File: src/rtl/reg_share_arbiter.sv
// Round-robin ownership arbiter in front of one shared WIDTH-bit register.
// The owner may write while it holds the grant; a hold timeout bounds ownership.
module reg_share_arbiter #(
    parameter int NREQ     = 4,
    parameter int WIDTH    = 8,
    parameter int MAX_HOLD = 4,
    parameter int IDXW     = $clog2(NREQ)
) (
    input  logic                  clk,
    input  logic                  reset,
    input  logic [NREQ-1:0]       req,
    input  logic [NREQ-1:0]       wr_en,
    input  logic [NREQ*WIDTH-1:0] wdata,
    output logic [NREQ-1:0]       gnt,
    output logic [IDXW-1:0]       owner,
    output logic [WIDTH-1:0]      q,
    output logic                  q_valid,
    output logic [0:0]            dbg_state
);

    localparam int HOLDW = (MAX_HOLD < 1) ? 1 : $clog2(MAX_HOLD + 1);
    localparam logic [HOLDW-1:0] HOLD_MAX = HOLDW'(MAX_HOLD);

    localparam logic [0:0] ST_IDLE  = 1'b0;
    localparam logic [0:0] ST_OWNED = 1'b1;

    // Handshake: req is a level; gnt is registered and one-hot while owned.
    // A write is accepted only on an edge where the owner holds both req and wr_en.
    logic [0:0]       r_state;
    logic [IDXW-1:0]  r_ptr;
    logic [HOLDW-1:0] r_hold;
    logic [NREQ-1:0]  r_gnt;
    logic [IDXW-1:0]  r_owner;
    logic [WIDTH-1:0] r_q;
    logic             r_q_valid;

    logic [WIDTH-1:0] w_slice [NREQ];
    logic [WIDTH-1:0] w_owner_data;
    logic             w_owner_req;
    logic             w_owner_wr;
    logic             w_timeout;
    logic [IDXW-1:0]  w_next_ptr;
    logic             w_found;
    logic [IDXW-1:0]  w_win;
    logic [IDXW:0]    w_sum;
    logic [IDXW-1:0]  w_cand;

    for (genvar gi = 0; gi < NREQ; gi++) begin : g_slice
        assign w_slice[gi] = wdata[gi*WIDTH +: WIDTH];
    end

    assign w_owner_data = w_slice[r_owner];
    assign w_owner_req  = req[r_owner];
    assign w_owner_wr   = wr_en[r_owner];
    assign w_timeout    = (MAX_HOLD != 0) && (r_hold == HOLD_MAX);
    assign w_next_ptr   = (r_owner == IDXW'(NREQ - 1)) ? '0 : r_owner + IDXW'(1);

    // Search starts at r_ptr and wraps modulo NREQ (NREQ need not be a power of two).
    always_comb begin
        w_found = 1'b0;
        w_win   = '0;
        w_sum   = '0;
        w_cand  = '0;
        for (int k = 0; k < NREQ; k++) begin
            w_sum = {1'b0, r_ptr} + (IDXW+1)'(k);
            if (w_sum >= (IDXW+1)'(NREQ)) begin
                w_sum = w_sum - (IDXW+1)'(NREQ);
            end
            w_cand = w_sum[IDXW-1:0];
            if (!w_found && req[w_cand]) begin
                w_found = 1'b1;
                w_win   = w_cand;
            end
        end
    end

    always_ff @(posedge clk or posedge reset) begin
        if (reset) begin
            r_state   <= ST_IDLE;
            r_ptr     <= '0;
            r_hold    <= '0;
            r_gnt     <= '0;
            r_owner   <= '0;
            r_q       <= '0;
            r_q_valid <= 1'b0;
        end else begin
            case (r_state)
                ST_IDLE: begin
                    if (w_found) begin
                        r_gnt   <= {{(NREQ-1){1'b0}}, 1'b1} << w_win;
                        r_owner <= w_win;
                        r_hold  <= HOLDW'(1);
                        r_state <= ST_OWNED;
                    end
                end
                ST_OWNED: begin
                    if (!w_owner_req) begin
                        r_gnt   <= '0;
                        r_ptr   <= w_next_ptr;
                        r_state <= ST_IDLE;
                    end else begin
                        if (w_owner_wr) begin
                            r_q       <= w_owner_data;
                            r_q_valid <= 1'b1;
                        end
                        // The write on the timeout edge still lands before the grant drops.
                        if (w_timeout) begin
                            r_gnt   <= '0;
                            r_ptr   <= w_next_ptr;
                            r_state <= ST_IDLE;
                        end else if (r_hold < HOLD_MAX) begin
                            r_hold <= r_hold + HOLDW'(1);
                        end
                    end
                end
                default: begin
                    r_gnt   <= '0;
                    r_state <= ST_IDLE;
                end
            endcase
        end
    end

    assign gnt       = r_gnt;
    assign owner     = r_owner;
    assign q         = r_q;
    assign q_valid   = r_q_valid;
    assign dbg_state = r_state;

endmodule
File: config.mk
export PLATFORM = sky130hd
export DESIGN_NAME = reg_share_arbiter
export DESIGN_NICKNAME = d
export VERILOG_FILES = /design/src/rtl/reg_share_arbiter.sv
export SDC_FILE = /design/constraint.sdc
export NUM_CORES = 1
export LEC_CHECK = 0
export BUFFER_PORTS_ARGS = -buffer_cell sky130_fd_sc_hd__buf_4
export CAP_MARGIN = 20
export CORE_MARGIN = 4
export CORE_UTILIZATION = 35
export DETAILED_ROUTE_END_ITERATION = 10
export HOLD_SLACK_MARGIN = 0.1
export PLACE_DENSITY = 0.67
export RECOVER_POWER = 50
export SYNTH_ARGS = -nofsm -noshare
export SYNTH_HDL_FRONTEND = slang
export SYNTH_SLANG_ARGS = --single-unit
File: constraint.sdc
create_clock -name clk -period 2.24 [get_ports clk]
set_clock_uncertainty 0.1 [all_clocks]
set_input_delay 0.112 -clock clk [delete_from_list [all_inputs] [get_ports clk]]
set_output_delay 0.112 -clock clk [all_outputs]
set_load 0.05 [all_outputs]
==> flow_summary.toml, run 1 <==
[status]
outcome = "finished clean"

[floorplanning]
std_cell_rows = 21
chipWidth_um = 67.0
core_area_um2 = 3340
design.die.area_um2 = 4490
io-pin-count = 58
initial_utilization_pct = 36.5
floorplan.die.height_um = 67.0

[worst_setup_path]
critPathSlowestCell = "sky130_fd_sc_hd__mux4_2"
path_buf_inv = 0
cp-end-kind = "flip-flop"
timing.critical_path.cells = "mux4_2 > and2_4 > nand2_2 > mux2_2"
setup.worst_path.start_class = "flip-flop"
critPathTopFamily = "multiplexers"
worst_path_largest_cell_delay_ns = 0.56
crit_path_max_fanout = 9
worst-setup-path-type = "reg -> reg"
worstPathRequired_ns = 2.34
critical_path_arrival_ns = 2.02

[drt]
wl_per_cell_um = 14.2
via_per_inst = 4.86
detail_route.iter0.violations = 22
via_count = 991
first_pass_iters = 4
top_layer_used = "met4"
drcViolationCount = 0
m1WireLength_um = 1150
wirelength_um = 2890
detailroute.wirelength.met2_um = 1620
antenna_left = 0
detailed_routed_wire_length_on_met3_um = 97

[placed_design]
place_congestion = 0.791
numPlacedInstances = 199
place_hpwl_um = 2380
port_buffers = 57

[timing]
hold_viol_final = 0
final_max_slew_viol_count = 0
timing.max_slew.rel_slack_pct = 48.8
min_period_ns = 1.92
rsz0062_at_grt = "false"
fmax_mhz = 520
final.period_utilization_pct = 85.9
worst_slew_pin_slew_ns = 0.767
tns_ns = 0
final-setup-viol-count = 0

[cts]
post-cts-setup-buffers = 0
cts_tree = "yes"
cts.reportedPaths.clkPinSlew_ns = 0.11
clockRootBuffer = "sky130_fd_sc_hd__clkbuf_4"
clkLatencyLatePin_ns = 0.30
clock_sink_count = 21
cts_buffers = 3
cts-htree-levels = 1
clockBufferDepth = 2

[global_route]
grt_max_degree = 22
gr-usage-all-layers_pct = 13.3
grt_pass1_wl_um = 4600
grt_remaining_overflow = 0
antenna_found_initial = 0
vias_in_the_first_global_route = 1091

[yosys]
syn_area_per_cell_um2 = 12.6
synth.largest_area_cell = "sky130_fd_sc_hd__dfrtp_1"
seq_area_frac_synth_pct = 43.2
xor_and_xnor_area_share_after_synthesis_pct = 0
synthSimpleGateAreaFrac_pct = 11.2
synth.distinct_cells = 30
yosys.area.top_type_share_pct = 43.2
leading_cell_types_by_total_area_after_synthesis = "sky130_fd_sc_hd__dfrtp_1 (43%), sky130_fd_sc_hd__mux4_2 (18%), sky130_fd_sc_hd__mux2_2 (9.2%)"
synth_nets = 142
number_of_instances_in_the_synthesized_netlist = 97
synth.ff_latch_count = 21
synth_compound_gate_area_share_pct = 9.25
synth_adder_area_share_pct = 3.08
synthesis.yosys.warnings = 0
combinational_family_with_the_most_area_after_synthesis = "multiplexers"
yosys-mux-area-fraction_pct = 30.6
netlist_area_um2 = 1220

[pwr]
power.leakage_uw = 0.000773
vdd_drop_max_v = 0.000514
pwr_cell_area_nw_per_um2 = 1440

[final_layout]
area_growth_syn_to_layout_pct = 38.6
commonest_non_fill_non_tap_cells_in_the_layout = "sky130_fd_sc_hd__buf_4 (44), sky130_fd_sc_hd__dfrtp_1 (21), sky130_fd_sc_hd__clkbuf_1 (15)"
mostFrequentLayoutCell = "sky130_fd_sc_hd__buf_4"
fill_cells = 311
antenna_cells_inserted = 0
drive_gt1_share_pct = 48.1
design.final.nets = 204
final_cells = 204

[flow_run]
max-cap-violations = 0

[hold_path]
hold_class = "in -> reg"
[synth_stat cells]
master / count
sky130_fd_sc_hd__a31o_2: 1
sky130_fd_sc_hd__mux2_4: 1
sky130_fd_sc_hd__mux2_2: 10
sky130_fd_sc_hd__buf_2: 2
sky130_fd_sc_hd__nand2b_1: 3
sky130_fd_sc_hd__dfrtp_1: 21
sky130_fd_sc_hd__nand2_2: 1
sky130_fd_sc_hd__and2_4: 1
sky130_fd_sc_hd__mux4_2: 10
sky130_fd_sc_hd__nor2_1: 5
sky130_fd_sc_hd__inv_1: 5
sky130_fd_sc_hd__or2_2: 3
sky130_fd_sc_hd__nand3b_1: 1
sky130_fd_sc_hd__a21boi_0: 1
sky130_fd_sc_hd__a21o_1: 1
sky130_fd_sc_hd__nor2b_4: 1
sky130_fd_sc_hd__nor4_1: 1
sky130_fd_sc_hd__a21oi_1: 5
sky130_fd_sc_hd__nand3_1: 1
sky130_fd_sc_hd__a2bb2oi_1: 1
sky130_fd_sc_hd__and3_1: 1
sky130_fd_sc_hd__o21ai_0: 3
sky130_fd_sc_hd__clkbuf_1: 1
sky130_fd_sc_hd__mux2i_1: 2
sky130_fd_sc_hd__o31ai_1: 2
sky130_fd_sc_hd__a32o_1: 1
sky130_fd_sc_hd__nand2_1: 7
sky130_fd_sc_hd__a22o_1: 1
sky130_fd_sc_hd__o22ai_1: 1
sky130_fd_sc_hd__ha_1: 3
[sequential cells by signal, indices dropped and copies added (netlist names)]
register   count
q              8
gnt            4
r_hold         3
owner          2
r_ptr          2
dbg_state      1
q_valid        1
[power by group]
group	leakage (µW)	total [µW]	internal, µW	switching (µW)
clock	0.0000150	180	69.4	111
sequential	0.000253	693	562	132
combinational	0.000504	1560	616	944
[cell families (layout without fill, tap and decap cells)]
family	after synthesis	after routing
simple gates	25	25
fa+ha+maj	3	3
compound gates	17	17
flops	21	21
mux	23	23
buf+inv	8	69
[final cells by class]
class / instances / area [µm²] / share of cell area (%)
multi-input combinational: 68 / 659 / 39.1
sequential: 21 / 526 / 31.1
timing repair buffer: 60 / 400 / 23.7
tap: 46 / 57.6 / 3.41
clock buffer: 4 / 26.3 / 1.56
inverter: 5 / 18.8 / 1.11
[per-stage QoR]
step | utilization, % | hold slack [ns] | setup slack (ns) | power [µW] | cell area [µm²]
after global routing | 50.6 | 0.146 | 0.236 | 2600 | 1690
after detailed placement | 51.1 | 0.207 | 0.327 | 2380 | 1700
after CTS | 52.2 | 0.121 | 0.311 | 2570 | 1740
after global placement | 51.1 | 0.190 | 0.359 | 2340 | 1700
after floorplan | - | -0.0115 | 0.0562 | 1920 | 1220
final | 50.6 | 0.130 | 0.316 | 2430 | 1690
[metal layers]
metal | global-route usage [%] | vias up
met5 | 0 | -
met4 | 5.32 | 0
met3 | 1.69 | 2
met2 | 24.1 | 25
met1 | 15.7 | 483
li1 | - | 481
[tightest hold or removal path, cell delays in order]
cell,delay [ns]
sky130_fd_sc_hd__buf_4,0.11
sky130_fd_sc_hd__a21oi_1,0.05
sky130_fd_sc_hd__o21ai_0,0.15
sky130_fd_sc_hd__o21ai_0,0.08
[what timing repair did]
item                       CTS  global route
setup endpoints to repair    0             0
hold endpoints to repair    21             0
hold buffers                 1             0
gates resized for setup      0             0
[worst paths after layout]
check,start,to,slack [ns],cells past startpoint
setup / recovery,owner[0]$_DFFE_PP0P_,q[5]$_DFFE_PP0P_,0.32,4
hold / removal,req[1],gnt[0]$_DFFE_PP0P_,0.13,4
setup reg to reg,owner[0]$_DFFE_PP0P_,q[5]$_DFFE_PP0P_,0.32,4
hold reg to reg,q_valid$_DFFE_PP0P_,q_valid$_DFFE_PP0P_,0.39,1
max in group asynchronous,reset,q[3]$_DFFE_PP0P_,1.17,3
min in group asynchronous,reset,r_hold[1]$_DFFE_PP0P_,0.40,3
Power figures use the tool's default switching activity.
==> inputs of run 2 (changes only) <==
--- a/config.mk
+++ b/config.mk
@@ -5,13 +5,13 @@
 export SDC_FILE = /design/constraint.sdc
 export NUM_CORES = 1
 export LEC_CHECK = 0
-export BUFFER_PORTS_ARGS = -buffer_cell sky130_fd_sc_hd__buf_4
 export CAP_MARGIN = 20
 export CORE_MARGIN = 4
 export CORE_UTILIZATION = 35
 export DETAILED_ROUTE_END_ITERATION = 10
+export DONT_BUFFER_PORTS = 1
 export HOLD_SLACK_MARGIN = 0.1
-export PLACE_DENSITY = 0.67
+export PLACE_DENSITY = 0.46
 export RECOVER_POWER = 50
 export SYNTH_ARGS = -nofsm -noshare
 export SYNTH_HDL_FRONTEND = slang
==> run 2 against run 1 <==
Fmax shrank 8.9%; sequential share of layout area is 0.50 points higher; register-to-register slack lost 0.19 ns; sequential power is 63% higher; total power decreased by 3.2%; critical path depth stayed put; first-iteration DRC count increased by 4.5%; design area shrank 1.3%.
==> flow_summary.toml, run 2 (same netlist as run 1, synthesis figures left out) <==
[final_layout]
seq_area_um2 = 527
commonest_non_fill_non_tap_cells_in_the_layout = "sky130_fd_sc_hd__dlygate4sd3_1 (35), sky130_fd_sc_hd__dfrtp_1 (20), sky130_fd_sc_hd__mux4_2 (10), sky130_fd_sc_hd__mux2_2 (10), sky130_fd_sc_hd__nand2_1 (7)"
area_growth_syn_to_layout_pct = 36.8
multi_input_area_um2 = 659
number_of_flip_flops_under_the_largest_register_name = 8
final_cells = 182
fill_cells = 307
design.final.nets = 182
layout_cell_area_excl_fill_um2 = 1670
antenna_cells_inserted = 0
mostFrequentLayoutCell = "sky130_fd_sc_hd__dlygate4sd3_1"
drive_gt1_share_pct = 25.7

[worst_setup_path]
cp-end-kind = "flip-flop"
worst-setup-path-type = "reg -> reg"
setup.worst_path.start_class = "flip-flop"
critical_path_arrival_ns = 2.22
worstPathRequired_ns = 2.34
ff2ff_path_depth = 4
crit_path_max_fanout = 8

[pwr]
power.switching_fraction_pct = 49.2
clkPwrFrac_pct = 7.8
sequentialPowerShare_pct = 48.1
pwr_cell_area_nw_per_um2 = 1410
comb_power_share_pct = 44.1
power_report.internal_total_uw = 1200
vdd_drop_max_v = 0.000519
switching_power_uw = 1160
power.leakage_uw = 0.000697

[floorplanning]
core_area_um2 = 3340
floorplan.die.height_um = 67.0
chipWidth_um = 67.0
initial_utilization_pct = 36.5
design.die.area_um2 = 4490
std_cell_rows = 21
io-pin-count = 58

[drt]
antenna_left = 0
via_per_inst = 5.27
wl_per_cell_um = 17.4
first_pass_iters = 4
wirelength_um = 3170
detail_route.iter0.violations = 23
drcViolationCount = 0
via_count = 960

[cts]
cts-htree-levels = 1
clockBufferDepth = 2
clock_sink_count = 21
cts_buffers = 3
cts.reportedPaths.clkPinSlew_ns = 0.12
clockRootBuffer = "sky130_fd_sc_hd__clkbuf_4"
cts_tree = "yes"
clkLatencyLatePin_ns = 0.30
post-cts-setup-buffers = 0

[placed_design]
place_hpwl_um = 2080
place_congestion = 0.804
placed_cell_area_um2 = 1280
port_buffers = 0
numPlacedInstances = 143
dp_slack_ns = 0.264

[timing]
hold_slack_ns = 0.112
fmax_mhz = 473
final_max_slew_viol_count = 0
final-setup-viol-count = 0
timing.max_slew.rel_slack_pct = 43.5
crit_path_setup_slack_layout_ns = 0.127
rsz0062_at_grt = "false"
tns_ns = 0
hold_viol_final = 0
min_period_ns = 2.11
final.period_utilization_pct = 94.3
worst_slew_pin_slew_ns = 0.847

[global_route]
antenna_found_initial = 0
gr-usage-all-layers_pct = 14.8
grt_max_degree = 22
grt_pass1_wl_um = 4830
vias_in_the_first_global_route = 992
grt_remaining_overflow = 0

[flow_run]
max-cap-violations = 0

[status]
outcome = "finished clean"

[hold_path]
hold_class = "in -> reg"
number_of_stages_on_the_worst_hold_path = 4
run 2: through the flow:
| step | total power (µW) | utilization, % |
|---|---|---|
| CTS | 2390 | 49.8 |
| floorplan | 1920 | - |
| finish | 2350 | 49.9 |
| global placement | 2100 | 38.5 |
| global route | 2530 | 49.9 |
| detailed placement | 2130 | 38.5 |
run 2: what timing repair did:
item                                    4_1_cts  5_1_grt
endpoints found under the setup margin        0        1
hold buffers                                 35        0
endpoints found under the hold margin        33        0
gates resized for setup                       0        2
run 2: power groups by stage:
stage	registers, µW	clock network (µW)	logic, µW
floorplan	1170	0	752
global placement	1140	0	959
detailed placement	1140	0	990
CTS	1130	200	1060
global route	1160	215	1150
finish	1130	185	1040
run 2: metal layers:
metal	global-route usage, %	vias to the layer above	routed length, µm
met5	0	-	0
met1	17.4	475	1180
met2	24.8	36	1650
li1	-	447	-
met4	3.80	0	21
met3	6.24	2	316
run 2: final timing paths:
| kind | start | endpoint | slack [ns] |
|---|---|---|---|
| hold / removal | req[2] | gnt[0]$_DFFE_PP0P_ | 0.11 |
| min in group asynchronous | reset | q_valid$_DFFE_PP0P_ | 0.31 |
| setup reg to reg | owner[0]$_DFFE_PP0P_ | q[3]$_DFFE_PP0P_ | 0.13 |
| setup / recovery | owner[0]$_DFFE_PP0P_ | q[3]$_DFFE_PP0P_ | 0.13 |
| hold reg to reg | r_hold[0]$_DFFE_PP0P_ | r_hold[0]$_DFFE_PP0P_ | 0.43 |
| max in group asynchronous | reset | owner[0]$_DFFE_PP0P_ | 1.16 |
run 2: worst max-delay path: stages (launching register included):
cell	delay, ns
sky130_fd_sc_hd__dfrtp_2	0.43
sky130_fd_sc_hd__buf_6	0.18
sky130_fd_sc_hd__mux4_2	0.49
sky130_fd_sc_hd__dlygate4sd3_1	0.56
sky130_fd_sc_hd__mux2_2	0.25
run 2: final cells by class:
class	instances	share of cell area, %
timing repair buffer	38	22.6
tap	46	3.46
sequential	21	31.6
multi-input combinational	68	39.6
inverter	5	1.13
clock buffer	4	1.58
==> inputs of run 3 (changes only) <==
--- a/config.mk
+++ b/config.mk
@@ -6,12 +6,14 @@
 export NUM_CORES = 1
 export LEC_CHECK = 0
 export CAP_MARGIN = 20
+export CELL_PAD_IN_SITES_DETAIL_PLACEMENT = 1
+export CELL_PAD_IN_SITES_GLOBAL_PLACEMENT = 1
 export CORE_MARGIN = 4
 export CORE_UTILIZATION = 35
 export DETAILED_ROUTE_END_ITERATION = 10
 export DONT_BUFFER_PORTS = 1
 export HOLD_SLACK_MARGIN = 0.1
-export PLACE_DENSITY = 0.46
+export PLACE_DENSITY = 0.58
 export RECOVER_POWER = 50
 export SYNTH_ARGS = -nofsm -noshare
 export SYNTH_HDL_FRONTEND = slang
==> run 3 against run 2 <==
Non-clock buffer count is 3 higher; utilization rose by 0.67 points; total power grew 2.6%; largest power group is now combinational cells; setup slack improved by 0.12 ns; sequential share of layout area shrank 0.50 points; cell count is 1.6% higher; highest routed layer unchanged; design area up 1.4%; critical endpoint is now q[1]$_DFFE_PP0P_; register-to-register slack better by 0.12 ns; fmax is 6.2% higher; clock power increased by 3%; hold slack better by 0.0057 ns.
==> flow_summary.toml, run 3 (same netlist as run 1, synthesis figures left out) <==
[cts]
cts.reportedPaths.clkPinSlew_ns = 0.12
cts_buffers = 3
cts_tree = "yes"
clkLatencyLatePin_ns = 0.31
post-cts-setup-buffers = 0
clock_sink_count = 21
cts-htree-levels = 1
clockBufferDepth = 2
clockRootBuffer = "sky130_fd_sc_hd__clkbuf_4"

[floorplanning]
design.die.area_um2 = 4490
floorplan.die.height_um = 67.0
core_area_um2 = 3340
chipWidth_um = 67.0
initial_utilization_pct = 36.5
std_cell_rows = 21
io-pin-count = 58

[worst_setup_path]
critical_path_arrival_ns = 2.09
cp-end-kind = "flip-flop"
worst-setup-path-type = "reg -> reg"
r2r_end = "q[1]$_DFFE_PP0P_"
crit_path_max_fanout = 9
setup.worst_path.start_class = "flip-flop"
ff2ff_path_depth = 4
reg2reg_setup_slack_ns = 0.25
timing.rr.start = "owner[0]$_DFFE_PP0P_"
worstPathRequired_ns = 2.34

[placed_design]
place_congestion = 0.747
numPlacedInstances = 144
place_hpwl_um = 2410
placed_cell_area_um2 = 1290
port_buffers = 0

[final_layout]
mostFrequentLayoutCell = "sky130_fd_sc_hd__dlygate4sd3_1"
number_of_flip_flops_under_the_largest_register_name = 8
antenna_cells_inserted = 0
drive_gt1_share_pct = 25.2
fill_cells = 356
commonest_non_fill_non_tap_cells_in_the_layout = "sky130_fd_sc_hd__dlygate4sd3_1 (37), sky130_fd_sc_hd__dfrtp_1 (21), sky130_fd_sc_hd__mux4_2 (10), sky130_fd_sc_hd__mux2_2 (10), sky130_fd_sc_hd__nand2_1 (7)"
final_cells = 185
design.final.nets = 185
layout_cell_area_excl_fill_um2 = 1690
area_growth_syn_to_layout_pct = 38.6

[global_route]
grt_max_degree = 22
vias_in_the_first_global_route = 1083
antenna_found_initial = 0
gr-usage-all-layers_pct = 18.7
grt_pass1_wl_um = 6010
grt_remaining_overflow = 0

[timing]
worst_slew_pin_slew_ns = 0.805
min_period_ns = 1.99
final_max_slew_viol_count = 0
tns_ns = 0
timing.max_slew.rel_slack_pct = 46.3
fmax_mhz = 503
hold_viol_final = 0
final.period_utilization_pct = 88.8
rsz0062_at_grt = "false"
final-setup-viol-count = 0

[drt]
drcViolationCount = 0
via_count = 988
antenna_left = 0
first_pass_iters = 2
wirelength_um = 3990
wl_per_cell_um = 21.6
detail_route.iter0.violations = 33
via_per_inst = 5.34

[pwr]
vdd_drop_max_v = 0.000615
power.leakage_uw = 0.000710
pwr_cell_area_nw_per_um2 = 1430

[hold_path]
holdPathEnd = "gnt[0]$_DFFE_PP0P_"
hold_class = "in -> reg"
number_of_stages_on_the_worst_hold_path = 4
hold_start = "req[3]"

[status]
outcome = "finished clean"

[flow_run]
max-cap-violations = 0
## run 3: cell count changes in the layout (fill, tap and decap cells not counted), sizes merged
| cell | before | now |
|---|---|---|
| dlygate4sd3 | 35 | 37 |
| buf | 3 | 4 |
## run 3: power by group
part           leakage (µW)  switching, µW  internal [µW]
Clock             0.0000150            120           69.6
Combinational      0.000442            545            570
Sequential         0.000253            557            554
## run 3: worst max-delay path, stage by stage, from the launching register on
cell and delay [ns]:
sky130_fd_sc_hd__dfrtp_1 0.44, sky130_fd_sc_hd__mux4_2 0.57, sky130_fd_sc_hd__and2_4 0.20, sky130_fd_sc_hd__nand2_2 0.18
sky130_fd_sc_hd__mux2_2 0.38
## run 3: through the flow
step / setup WS, ns / hold WS [ns] / util [%] / total power (µW)
2_1_floorplan: 0.0562 / -0.0115 / - / 1920
6_report: 0.251 / 0.118 / 50.6 / 2420
3_3_place_gp: 0.351 / 0.107 / 38.7 / 2110
5_1_grt: 0.170 / 0.122 / 50.6 / 2580
4_1_cts: 0.254 / 0.104 / 50.3 / 2410
3_5_place_dp: 0.268 / 0.105 / 38.7 / 2170
## run 3: worst max path at each step
stage | startpoint | endpoint | cells after the start
after detailed placement | owner[0]$_DFFE_PP0P_ | q[3]$_DFFE_PP0P_ | 4
after floorplan | owner[0]$_DFFE_PP0P_ | q[0]$_DFFE_PP0P_ | 4
after global routing | owner[0]$_DFFE_PP0P_ | q[1]$_DFFE_PP0P_ | 4
after global placement | owner[0]$_DFFE_PP0P_ | q[2]$_DFFE_PP0P_ | 4
after CTS | owner[0]$_DFFE_PP0P_ | q[3]$_DFFE_PP0P_ | 4
final | owner[0]$_DFFE_PP0P_ | q[1]$_DFFE_PP0P_ | 4
## run 3: layout make-up
cell class | count | area (µm²) | share of cell area [%]
multi-input cells | 68 | 659 | 39.1
well taps | 46 | 57.6 | 3.41
flip-flops and latches | 21 | 526 | 31.1
inverters | 5 | 18.8 | 1.11
repair buffers | 41 | 400 | 23.7
clock buffers | 4 | 26.3 | 1.56
## run 3: repair_timing
item                       in CTS  in global routing
setup endpoints to repair       0                  0
gates resized for setup         0                  0
hold buffers                   36                  1
hold endpoints to repair       33                  1
## run 3: per-layer routing
layer	track usage, %	wire, µm
met1	22.1	1440
met2	31.9	2120
met3	5.40	331
met4	7.09	108
met5	0	0
